[config.mk]
export PLATFORM = sky130hd
export DESIGN_NAME = sn_rom_reader
export DESIGN_NICKNAME = d
export VERILOG_FILES = /design/src/rtl/sn_rom_reader.sv
export SDC_FILE = /design/constraint.sdc
export NUM_CORES = 1
export LEC_CHECK = 0
export CAP_MARGIN = 20
export CORE_ASPECT_RATIO = 0.9
export CORE_MARGIN = 2
export CORE_UTILIZATION = 55
export DETAILED_ROUTE_END_ITERATION = 10
export GPL_TIMING_DRIVEN = 0
export PLACE_DENSITY = 0.84
export SETUP_SLACK_MARGIN = 0.2
export SLEW_MARGIN = 30
export SYNTH_ARGS = -nofsm -noshare
export SYNTH_HDL_FRONTEND = slang
export SYNTH_SLANG_ARGS = --single-unit
[constraint.sdc]
create_clock -name clk -period 4.1 [get_ports clk]
set_input_delay 0.82 -clock clk [delete_from_list [all_inputs] [get_ports clk]]
set_output_delay 0.82 -clock clk [all_outputs]
set_load 0.02 [all_outputs]
[src/rtl/sn_rom_reader.sv]
// sn_rom_reader: autonomous 1-Wire Read ROM sequencer for a DS2401-class serial-number chip.
// One start runs reset/presence, the 0x33 command and a CRC8-checked 64-bit ROM read.
module sn_rom_reader #(
  parameter int unsigned T_RSTL = 19200,
  parameter int unsigned T_PDS  = 2800,
  parameter int unsigned T_RSTH = 19200,
  parameter int unsigned T_W0L  = 2400,
  parameter int unsigned T_W1L  = 240,
  parameter int unsigned T_RL   = 240,
  parameter int unsigned T_RS   = 360,
  parameter int unsigned T_SLOT = 2800,
  parameter int unsigned CW     = 15
) (
  input  logic        clk,
  input  logic        rst,
  input  logic        start,
  input  logic        sn_in,
  output logic        sn_out,
  output logic        busy,
  output logic        done,
  output logic        present,
  output logic        crc_ok,
  output logic [63:0] serial
);

  typedef enum logic [3:0] {
    IDLE, RST_LOW, RST_WAIT, RST_REC, TX_LOW, TX_REL, RX_LOW, RX_WAIT, RX_REC, FINISH
  } state_t;

  // Counter reload values: a phase of N cycles loads N-1 and ends when the counter reads 0.
  localparam logic [CW-1:0] LD_RSTL  = CW'(T_RSTL - 1);
  localparam logic [CW-1:0] LD_PDS   = CW'(T_PDS - 1);
  localparam logic [CW-1:0] LD_RSTH  = CW'(T_RSTH - T_PDS - 1);
  localparam logic [CW-1:0] LD_W0L   = CW'(T_W0L - 1);
  localparam logic [CW-1:0] LD_W1L   = CW'(T_W1L - 1);
  localparam logic [CW-1:0] LD_W0R   = CW'(T_SLOT - T_W0L - 1);
  localparam logic [CW-1:0] LD_W1R   = CW'(T_SLOT - T_W1L - 1);
  localparam logic [CW-1:0] LD_RL    = CW'(T_RL - 1);
  localparam logic [CW-1:0] LD_RS    = CW'(T_RS - 1);
  localparam logic [CW-1:0] LD_RXREC = CW'(T_SLOT - T_RL - T_RS - 1);
  localparam logic [7:0]    READ_ROM = 8'h33;

  state_t        state_q, state_d;
  logic [CW-1:0] cnt_q, cnt_d;
  logic [5:0]    idx_q, idx_d;
  logic [7:0]    crc_q, crc_d;
  logic [63:0]   serial_q, serial_d;
  logic          present_q, present_d;
  logic          crc_ok_q, crc_ok_d;
  logic          busy_q, busy_d;
  logic          done_q, done_d;
  logic          sn_out_q, sn_out_d;
  logic          sn_meta_q, sn_s_q;

  logic phase_end, tx_bit, tx_next_bit, fb, finish;

  assign phase_end   = (cnt_q == '0);
  assign tx_bit      = READ_ROM[idx_q[2:0]];
  assign tx_next_bit = READ_ROM[idx_q[2:0] + 3'd1];
  assign fb          = sn_s_q ^ crc_q[0];

  // NOTE: every always_comb output gets a default first, so no path can infer a latch.
  always_comb begin
    state_d   = state_q;
    cnt_d     = phase_end ? cnt_q : cnt_q - 1'b1;
    idx_d     = idx_q;
    crc_d     = crc_q;
    serial_d  = serial_q;
    present_d = present_q;
    crc_ok_d  = crc_ok_q;
    busy_d    = busy_q;
    done_d    = 1'b0;
    sn_out_d  = sn_out_q;
    finish    = 1'b0;

    unique case (state_q)
      IDLE: begin
        sn_out_d = 1'b1;
        if (start) begin
          serial_d  = '0;
          present_d = 1'b0;
          crc_ok_d  = 1'b0;
          crc_d     = '0;
          busy_d    = 1'b1;
          sn_out_d  = 1'b0;
          cnt_d     = LD_RSTL;
          state_d   = RST_LOW;
        end
      end
      RST_LOW: if (phase_end) begin
        sn_out_d = 1'b1;
        cnt_d    = LD_PDS;
        state_d  = RST_WAIT;
      end
      RST_WAIT: if (phase_end) begin
        present_d = ~sn_s_q;
        cnt_d     = LD_RSTH;
        state_d   = RST_REC;
      end
      RST_REC: if (phase_end) begin
        if (!present_q) begin
          finish = 1'b1;
        end else begin
          idx_d    = '0;
          sn_out_d = 1'b0;
          cnt_d    = READ_ROM[0] ? LD_W1L : LD_W0L;
          state_d  = TX_LOW;
        end
      end
      TX_LOW: if (phase_end) begin
        sn_out_d = 1'b1;
        cnt_d    = tx_bit ? LD_W1R : LD_W0R;
        state_d  = TX_REL;
      end
      TX_REL: if (phase_end) begin
        sn_out_d = 1'b0;
        if (idx_q == 6'd7) begin
          idx_d   = '0;
          cnt_d   = LD_RL;
          state_d = RX_LOW;
        end else begin
          idx_d   = idx_q + 6'd1;
          cnt_d   = tx_next_bit ? LD_W1L : LD_W0L;
          state_d = TX_LOW;
        end
      end
      RX_LOW: if (phase_end) begin
        sn_out_d = 1'b1;
        cnt_d    = LD_RS;
        state_d  = RX_WAIT;
      end
      RX_WAIT: if (phase_end) begin
        serial_d = {sn_s_q, serial_q[63:1]};
        crc_d    = {fb, crc_q[7:5], crc_q[4] ^ fb, crc_q[3] ^ fb, crc_q[2:1]};
        cnt_d    = LD_RXREC;
        state_d  = RX_REC;
      end
      RX_REC: if (phase_end) begin
        if (idx_q == 6'd63) begin
          finish = 1'b1;
        end else begin
          idx_d    = idx_q + 6'd1;
          sn_out_d = 1'b0;
          cnt_d    = LD_RL;
          state_d  = RX_LOW;
        end
      end
      FINISH:  state_d = IDLE;
      default: state_d = IDLE;
    endcase

    // Result flags are registered on entry so they are visible during the FINISH cycle.
    if (finish) begin
      state_d  = FINISH;
      sn_out_d = 1'b1;
      busy_d   = 1'b0;
      done_d   = 1'b1;
      crc_ok_d = present_q & (crc_q == 8'h00);
    end
  end

  // NOTE: sequential state uses non-blocking assignments; reset is synchronous and aborts at once.
  always_ff @(posedge clk) begin
    if (rst) begin
      state_q   <= IDLE;
      cnt_q     <= '0;
      idx_q     <= '0;
      crc_q     <= '0;
      serial_q  <= '0;
      present_q <= 1'b0;
      crc_ok_q  <= 1'b0;
      busy_q    <= 1'b0;
      done_q    <= 1'b0;
      sn_out_q  <= 1'b1;
      sn_meta_q <= 1'b1;
      sn_s_q    <= 1'b1;
    end else begin
      state_q   <= state_d;
      cnt_q     <= cnt_d;
      idx_q     <= idx_d;
      crc_q     <= crc_d;
      serial_q  <= serial_d;
      present_q <= present_d;
      crc_ok_q  <= crc_ok_d;
      busy_q    <= busy_d;
      done_q    <= done_d;
      sn_out_q  <= sn_out_d;
      sn_meta_q <= sn_in;
      sn_s_q    <= sn_meta_q;
    end
  end

  assign sn_out  = sn_out_q;
  assign busy    = busy_q;
  assign done    = done_q;
  assign present = present_q;
  assign crc_ok  = crc_ok_q;
  assign serial  = serial_q;

endmodule

; Word-level counts from Yosys, hierarchy flattened
; Memories as Yosys holds them, arrays and structs flattened. A register that Yosys moved wholly into a read port is not among the register bits.
; Index checks and enable logic that the tools add are counted.
; Widths: inputs -> output; s select.
[totals]
ff_bits = 104
rom_bits = 16
inputBits = 4
output_inout_bits = 69
wordCells = 143
n_memories = 2
[classes]
n_addsub = 3
magnitude_cmp = 2
eq_ne = 33
muxes = 66
bitwise = 5
reduce_logical = 19
[memory_table]
columns = memory, words, word_bits, rd, rd_clocked_by_memory_dff, write_ports, line
row1 = (no name shown), 8, 1, 1, 0, 0, 59  ; assign tx_next_bit = READ_ROM[idx_q[2:0] + 3'd1];
row2 = (no name shown), 8, 1, 1, 1, 0, 58  ; assign tx_bit = READ_ROM[idx_q[2:0]];
[ops]
columns = cell, count
row1 = $mux 15, 12
row2 = $pmux 15 s9, 1
row3 = $mux 64, 2
row4 = $pmux 64 s2, 1
row5 = $mux 4, 12
row6 = $mux 12, 3
row7 = $mux 6, 6
row8 = $pmux 4 s9, 1
row9 = $ne 3x3->1 const B, 11
row10 = $ne 2x2->1 const B, 11
row11 = $reduce_and 11->1, 2
row12 = $mux 1, 18
row13 = $pmux 6 s3, 1
row14 = $eq 4x3->1 const B, 4
row15 = $mux 8, 2
row16 = $pmux 8 s2, 1
row17 = $logic_not 15->1, 1
row18 = $sub 15x1->15 const B, 1
row19 = $eq 4x2->1 const B, 2
row20 = $logic_not 8->1, 1
row21 = $lt 3x4->1 const B, 2
row22 = $reduce_bool 2->1, 4
row23 = $reduce_and 7->1, 1
row24 = $add 6x1->6 const B, 1
row25 = other kinds (21), 27

; Logic depth before layout (Yosys ltp)
; Gate-level depths: netlist (run 1).
[depth]
word_depth = 7
ltp_mapped = 11

; Least setup slack after synthesis (run 1)
; Ideal clock, no wire load.
[synth_timing]
path_type = register to register
startpoint = reg cnt_q[0]
endpoint = reg cnt_q[0]
setup_ns = 0.091
arrival_ns = 2.735
required_ns = 4.009
path_slack_ns = 1.274
stages_incl_launch_ff = 12
synth_period_minus_slack_ns = 2.826
path_cell_list = dfxtp_1 > inv_1 > ha_1 > or4b_2 > nor4_4 > inv_2 > buf_1 > ha_1 > inv_1 > a211oi_1 > o21ai_0 > a311oi_1
[synth_via]
elab_chain_cells = 5
word_cells_on_any_way = 15
cone_classes = add/sub (1) / mux (13) / reduce/logical (1)
[synth_lines]
columns = item, line
row1 = from (decl), 44  ; logic [CW-1:0] cnt_q, cnt_d;
row2 = from (signal assigned), 179  ; cnt_q <= cnt_d;
row3 = $sub 15x1->15 / $logic_not 15->1 (equally long branches), "65, 57"
row4 = $mux 15, 65  ; cnt_d = phase_end ? cnt_q : cnt_q - 1'b1;
row5 = $mux 15 (on tied branches), "139, 101"
row6 = $mux 15 (on tied branches), "138, 100"
row7 = $pmux 15 s9 (*), 76  ; unique case (state_q)
; Every way passes the cells marked *; elsewhere a longest branch is shown, timed or not.
; A chain may end at the register's enable or synchronous reset.

; Final worst setup path (run 1)
; Same ends and word-level chain as after synthesis.

==> flow_metrics.env, run 1 <==
export IMPL_synthCells=615
export IMPL_multiInputGateArea_mm2=0.00247
export IMPL_num_antenna_cells=0
export IMPL_postCtsHoldBufs=0
export IMPL_maxUsedRoutingLayer="met4"
export IMPL_synthSimpleGateAreaFrac=0.272
export IMPL_min_path_cells=1
export IMPL_htreeDepth=3
export IMPL_hpwlAfterDp_um=9530
export IMPL_cp_max_fo=10
export IMPL_r2r_start="cnt_q[0]"
export IMPL_fin_skew_ps=11.7
export IMPL_path_class="reg -> reg"
export IMPL_area_delta_synth_final_pct=22.0
export IMPL_place_ws_ps=644
export IMPL_ys_ff_latch=105
export IMPL_max_freq_mhz=285
export IMPL_reg2reg_slack_ps=600
export IMPL_final_cell_count_no_fill=821
export IMPL_wl_met1_um=6100
export IMPL_rsz0062_at_grt="no"
export IMPL_synthMuxAreaShare=0.00653
export IMPL_setup_viol=0
export IMPL_drcViolationCount=0
export IMPL_yosysWarnings=0
export IMPL_synth_cell_types=57
export IMPL_synth_area_mm2=0.00479
export IMPL_crit_required_ps=4380
export IMPL_worstPathArrival_ps=3790
export IMPL_placedCellCount=806
export IMPL_place_area_mm2=0.00566
export IMPL_grt_pass1_wl_um=22200
export IMPL_regArea_mm2=0.00210
export IMPL_clock_latency_ps=370
export IMPL_period_share=0.854
export IMPL_clock_sinks=105
export IMPL_nets=706
export IMPL_cts_tree="built"
export IMPL_synth_top_family_by_area="simple AND/OR/NAND/NOR gates"
export IMPL_hold_end="sn_s_q"
export IMPL_powerDensity_mw_per_mm2=344
export IMPL_postSynth_asyncResetShare=0
export IMPL_synth_nets=623
export IMPL_rows=32
export IMPL_die_w_um=102
export IMPL_route_met3_wl_um=950
export IMPL_globalRouteTotalUtil=0.294
export IMPL_ir_worst_vdd_mv=0.313
export IMPL_coreArea_mm2=0.00853
export IMPL_dieHeight_um=92.5
export IMPL_path_cells="inv_1, ha_1, or4b_2, nor4_4, inv_2, buf_1, ha_1, inv_1, a211oi_1, o21ai_0, a311oi_1"
export IMPL_place_congestion=0.945
export IMPL_io_buffers=72
export IMPL_clockBufferDepth=2
export IMPL_reg2regPathDepth=11
export IMPL_cts_clk_slew_worst_paths_ps=110
export IMPL_synth_compound_area_frac=0.205
export IMPL_ios=73
export IMPL_yosys_area_share_adder=0.0104
export IMPL_nFillCells=770
export IMPL_synthFlopType="dfxtp_1"
export IMPL_period_needed_ps=3500
export IMPL_synth_edff_count=0
export IMPL_cts_root_buffer="clkbuf_8"
export IMPL_numCtsBuffers=9
export IMPL_wl_um=13300
export IMPL_cts_resized=0
export IMPL_wl_per_cell_um=16.2
export IMPL_cp_slowest_stage_delay_ps=650
export IMPL_grt_pass1_vias=4562
export IMPL_drtIter0Drc=359
export IMPL_drt_first_pass_iters=6
export IMPL_end_kind="flop"
export IMPL_hold_start="sn_meta_q"
export IMPL_timing_rr_end="cnt_q[0]"
export IMPL_drive_above_1_share=0.0527
export IMPL_via_count=4862
export IMPL_finalPower_uw=2010
export IMPL_maxCapViolations=0
export IMPL_yosysSeqAreaShare=0.439
export IMPL_hold_viol=0
export IMPL_status="finished clean"
export IMPL_die_area_mm2=0.00947
export IMPL_cts_setup_buffers=0
export IMPL_worst_pin_slew_ps=955
export IMPL_grt_max_degree=19
export IMPL_final_area_mm2=0.00584
export IMPL_hp_class="reg -> reg"
export IMPL_antenna_found_initial=0
export IMPL_avgSynthCellArea_um2=7.79
export IMPL_setup_tns_ps=0
export IMPL_cp_slowest_cell="or4b_2"
export IMPL_vias_per_cell=5.92
export IMPL_report_final_slew_viol_count=0
export IMPL_critPathLaunchType="flop"
export IMPL_floorplan_initialDensity=0.562
export IMPL_p_leak_uw=0.00184
export IMPL_wl_met2_um=6090
export IMPL_ant_nets=0
export IMPL_synthXorXnorAreaFrac=0.0201
export IMPL_fin_ws_ps=597
export IMPL_relSlewSlack=0.358
export IMPL_globalRouteOverflowTotal=0
[area by class of cell]
type	instances	share of cell area
clock buffers	9	0.0212
well taps	119	0.0255
repair buffers	72	0.123
multi-input cells	452	0.422
clock inverters	6	0.00921
inverters	10	0.00643
flip-flops and latches	105	0.360
plain buffers	48	0.0323
[cell usage in the layout, fill, tap and decap left out, types with 8 or more instances in the layout]
master           instances
nor2_1                  25
nor3_1                   8
dfxtp_1                105
xor2_1                   8
nand2_1                 97
o21ai_0                 15
nand3_1                 87
inv_1                    9
clkbuf_8                 9
clkdlybuf4s50_1         72
a21oi_1                 99
clkbuf_1                38
[routing by layer]
layer / GRT usage / up-vias
met5: 0 / -
met2: 0.468 / 201
met1: 0.407 / 2283
met3: 0.0558 / 19
met4: 0.0833 / 0
li1: - / 2359
[report_power, final]
group | switching [uW] | internal [uW]
clock network | 380 | 227
logic | 224 | 105
registers | 28.9 | 1040
[flip-flops by register name (all words and copies together) (netlist names)]
register   flops
sn_out         1
done           1
state_q        4
cnt_q         15
crc_q          8
tx_bit         1
serial        64
idx_q          6
crc_ok         1
sn_s_q         1
busy           1
present        1
sn_meta_q      1
[Yosys cell counts, types with 3 or more instances]
master | instances | share of area
dfxtp_1 | 105 | 0.44
a21oi_1 | 99 | 0.10
nand2_1 | 97 | 0.076
nand3_1 | 87 | 0.091
clkbuf_1 | 38 | 0.030
nor2_1 | 25 | 0.020
o21ai_0 | 15 | 0.016
inv_1 | 9 | 0.0071
nor3_1 | 8 | 0.0084
xor2_1 | 8 | 0.015
buf_2 | 7 | 0.0073
o211ai_1 | 7 | 0.011
or2_2 | 7 | 0.0091
or4_1 | 7 | 0.011
a31oi_1 | 6 | 0.0078
o31ai_1 | 6 | 0.0094
nor2b_1 | 5 | 0.0065
ha_1 | 4 | 0.010
nand2b_1 | 4 | 0.0052
nor4_1 | 4 | 0.0052
or3_1 | 4 | 0.0052
a21o_1 | 3 | 0.0047
a311oi_1 | 3 | 0.0055
and2_1 | 3 | 0.0039
buf_1 | 3 | 0.0024
nand4_1 | 3 | 0.0039
nor3b_1 | 3 | 0.0047
o22ai_1 | 3 | 0.0039
xnor2_1 | 3 | 0.0055
[critical path, delay by kind of cell (launching register included)]
kind	cells	cell delay, ps
compound gates	3	570
fa+ha+maj	2	570
buf+inv	4	660
flops	1	370
simple gates	2	1240
[worst max-delay path by stage]
stage	from	end	slack [ps]	cells past startpoint
2_1_floorplan	cnt_q[0]	cnt_q[0]	1270	11
3_3_place_gp	cnt_q[0]	cnt_q[0]	700	11
3_5_place_dp	cnt_q[0]	cnt_q[0]	640	11
4_1_cts	cnt_q[0]	cnt_q[0]	620	11
5_1_grt	cnt_q[0]	cnt_q[0]	430	11
6_report	cnt_q[0]	cnt_q[0]	600	11
[cell families (layout without fill, tap and decap cells)]
logic type / Yosys count / in the layout
AND/OR/NAND/NOR: 268 / 268
AO/OA/AOI/OAI: 166 / 166
flip-flops: 105 / 105
buffers and inverters: 58 / 145
XOR/XNOR: 11 / 11
adder cells (fa/ha/maj): 4 / 4
multiplexers: 3 / 3
[stage by stage]
step / utilization / hold slack [ps]
finish: 0.685 / 419
global route: 0.685 / 456
floorplan: - / 389
detailed placement: 0.664 / 400
global placement: 0.664 / 397
CTS: 0.684 / 429
(Power assumes the default switching activity.)
==> inputs of run 2 (changes only) <==
--- a/config.mk
+++ b/config.mk
@@ -8,10 +8,10 @@
 export CAP_MARGIN = 20
 export CORE_ASPECT_RATIO = 0.9
 export CORE_MARGIN = 2
-export CORE_UTILIZATION = 55
+export CORE_UTILIZATION = 45
 export DETAILED_ROUTE_END_ITERATION = 10
 export GPL_TIMING_DRIVEN = 0
-export PLACE_DENSITY = 0.84
+export PLACE_DENSITY = 0.71
 export SETUP_SLACK_MARGIN = 0.2
 export SLEW_MARGIN = 30
 export SYNTH_ARGS = -nofsm -noshare
==> flow_metrics.env, run 2 (synthesis gave the netlist of run 1 again) <==
export IMPL_p_sw_frac=0.278
export IMPL_combPwrFrac=0.145
export IMPL_drt_first_pass_iters=5
export IMPL_dieHeight_um=102
export IMPL_p_switching_uw=633
export IMPL_setup_viol=0
export IMPL_die_w_um=113
export IMPL_crit_required_ps=4360
export IMPL_drcViolationCount=0
export IMPL_antenna_found_initial=0
export IMPL_critPathLaunchType="flop"
export IMPL_grt_max_degree=17
export IMPL_maxCapViolations=0
export IMPL_io_buffers=72
export IMPL_rows=35
export IMPL_p_clk_frac=0.382
export IMPL_place_congestion=0.918
export IMPL_relSlewSlack=0.344
export IMPL_powerDensity_mw_per_mm2=380
export IMPL_wl_per_cell_um=16.2
export IMPL_status="finished clean"
export IMPL_rsz0062_at_grt="no"
export IMPL_hold_viol=0
export IMPL_drtIter0Drc=428
export IMPL_p_leak_uw=0.00190
export IMPL_vias_per_cell=5.77
export IMPL_power_internal_uw=1640
export IMPL_wl_um=13400
export IMPL_clock_latency_ps=340
export IMPL_clock_sinks=105
export IMPL_globalRouteTotalUtil=0.234
export IMPL_globalRouteOverflowTotal=0
export IMPL_hp_class="reg -> reg"
export IMPL_use_met3=0.0522
export IMPL_regArea_mm2=0.00210
export IMPL_die_area_mm2=0.0115
export IMPL_grt_pass1_vias=4458
export IMPL_clockBufferDepth=2
export IMPL_nFillCells=988
export IMPL_drive_above_1_share=0.0513
export IMPL_worstPathArrival_ps=3790
export IMPL_end_kind="flop"
export IMPL_final_common_cell="dfxtp_1"
export IMPL_hpwlAfterDp_um=9440
export IMPL_multiInputGateArea_mm2=0.00247
export IMPL_nets=706
export IMPL_htreeDepth=3
export IMPL_setup_tns_ps=0
export IMPL_post_route_util=0.580
export IMPL_cts_clk_slew_worst_paths_ps=70
export IMPL_period_share=0.863
export IMPL_place_area_mm2=0.00567
export IMPL_cts_setup_buffers=0
export IMPL_met1_usage=0.327
export IMPL_worst_pin_slew_ps=977
export IMPL_final_area_mm2=0.00597
export IMPL_grt_pass1_wl_um=21900
export IMPL_top_usage_layer="met2"
export IMPL_fin_ws_ps=561
export IMPL_final_cell_mix="dfxtp_1 (105), a21oi_1 (99), nand2_1 (97)"
export IMPL_ant_nets=0
export IMPL_cts_root_buffer="clkbuf_16"
export IMPL_cts_resized=0
export IMPL_max_freq_mhz=283
export IMPL_period_needed_ps=3540
export IMPL_cts_tree="built"
export IMPL_ios=73
export IMPL_use_met2=0.372
export IMPL_via_count=4794
export IMPL_floorplan_initialDensity=0.465
export IMPL_postCtsHoldBufs=0
export IMPL_area_delta_synth_final_pct=24.7
export IMPL_seqPwrFrac=0.473
export IMPL_report_final_slew_viol_count=0
export IMPL_ir_worst_vdd_mv=0.302
export IMPL_fin_skew_ps=6.27
export IMPL_coreArea_mm2=0.0103
export IMPL_cp_max_fo=10
export IMPL_num_antenna_cells=0
export IMPL_numCtsBuffers=9
export IMPL_place_ws_ps=654
export IMPL_path_class="reg -> reg"
export IMPL_largest_register_ffs=64
==> run 2: cell types whose count changed in the layout (fill, tap and decap cells not counted) <==
| cell | before | now |
|---|---|---|
| clkinv_2 | 0 | 1 |
| clkbuf_16 | 0 | 9 |
| clkbuf_1 | 38 | 39 |
| clkbuf_8 | 9 | 1 |
| inv_6 | 0 | 1 |
| clkinvlp_4 | 3 | 0 |
| inv_8 | 2 | 0 |
| bufinv_16 | 0 | 1 |
==> run 2: worst max-delay path, cell delays in order, from the launching register on <==
cell and delay (ps):
dfxtp_1 340, inv_1 110, ha_1 170, or4b_2 650, nor4_4 660, inv_2 210, buf_1 330, ha_1 410
inv_1 50, a211oi_1 150, o21ai_0 110, a311oi_1 270
==> run 2: path summary, 6_finish.rpt <==
kind / from / slack (ps) / end / cells after the start
worst max-delay path: cnt_q[0] / 560 / cnt_q[0] / 11
worst min-delay path: sn_meta_q / 410 / sn_s_q / 1
worst max register to register: cnt_q[0] / 560 / cnt_q[0] / 11
worst min register to register: sn_meta_q / 410 / sn_s_q / 1
==> run 2: layout make-up <==
class                      count  area share
clock buffer                  11      0.0406
tap                          129      0.0270
timing repair buffer          72       0.121
sequential                   105       0.352
buffer                        48      0.0316
multi-input combinational    452       0.413
inverter                      10     0.00629
clock inverter                 4     0.00880
==> run 2: power by group through the flow <==
stage / sequential [uW] / combinational [uW] / clock, uW
6_report: 1070 / 331 / 868
2_1_floorplan: 1090 / 232 / 0
3_5_place_dp: 1100 / 320 / 0
5_1_grt: 1080 / 365 / 912
4_1_cts: 1070 / 323 / 881
3_3_place_gp: 1090 / 314 / 0
==> run 2: metrics by stage <==
stage,instances,power [uW],hold slack (ps)
6_report,831,2270,410
5_1_grt,831,2350,418
4_1_cts,831,2280,410
3_5_place_dp,816,1420,394
3_3_place_gp,816,1410,396
2_1_floorplan,615,1320,389
==> run 2: routing by layer <==
layer | share of wire | up-vias
met5 | 0 | -
met4 | 0.014 | 0
met3 | 0.064 | 16
met2 | 0.45 | 180
met1 | 0.47 | 2246
li1 | - | 2352
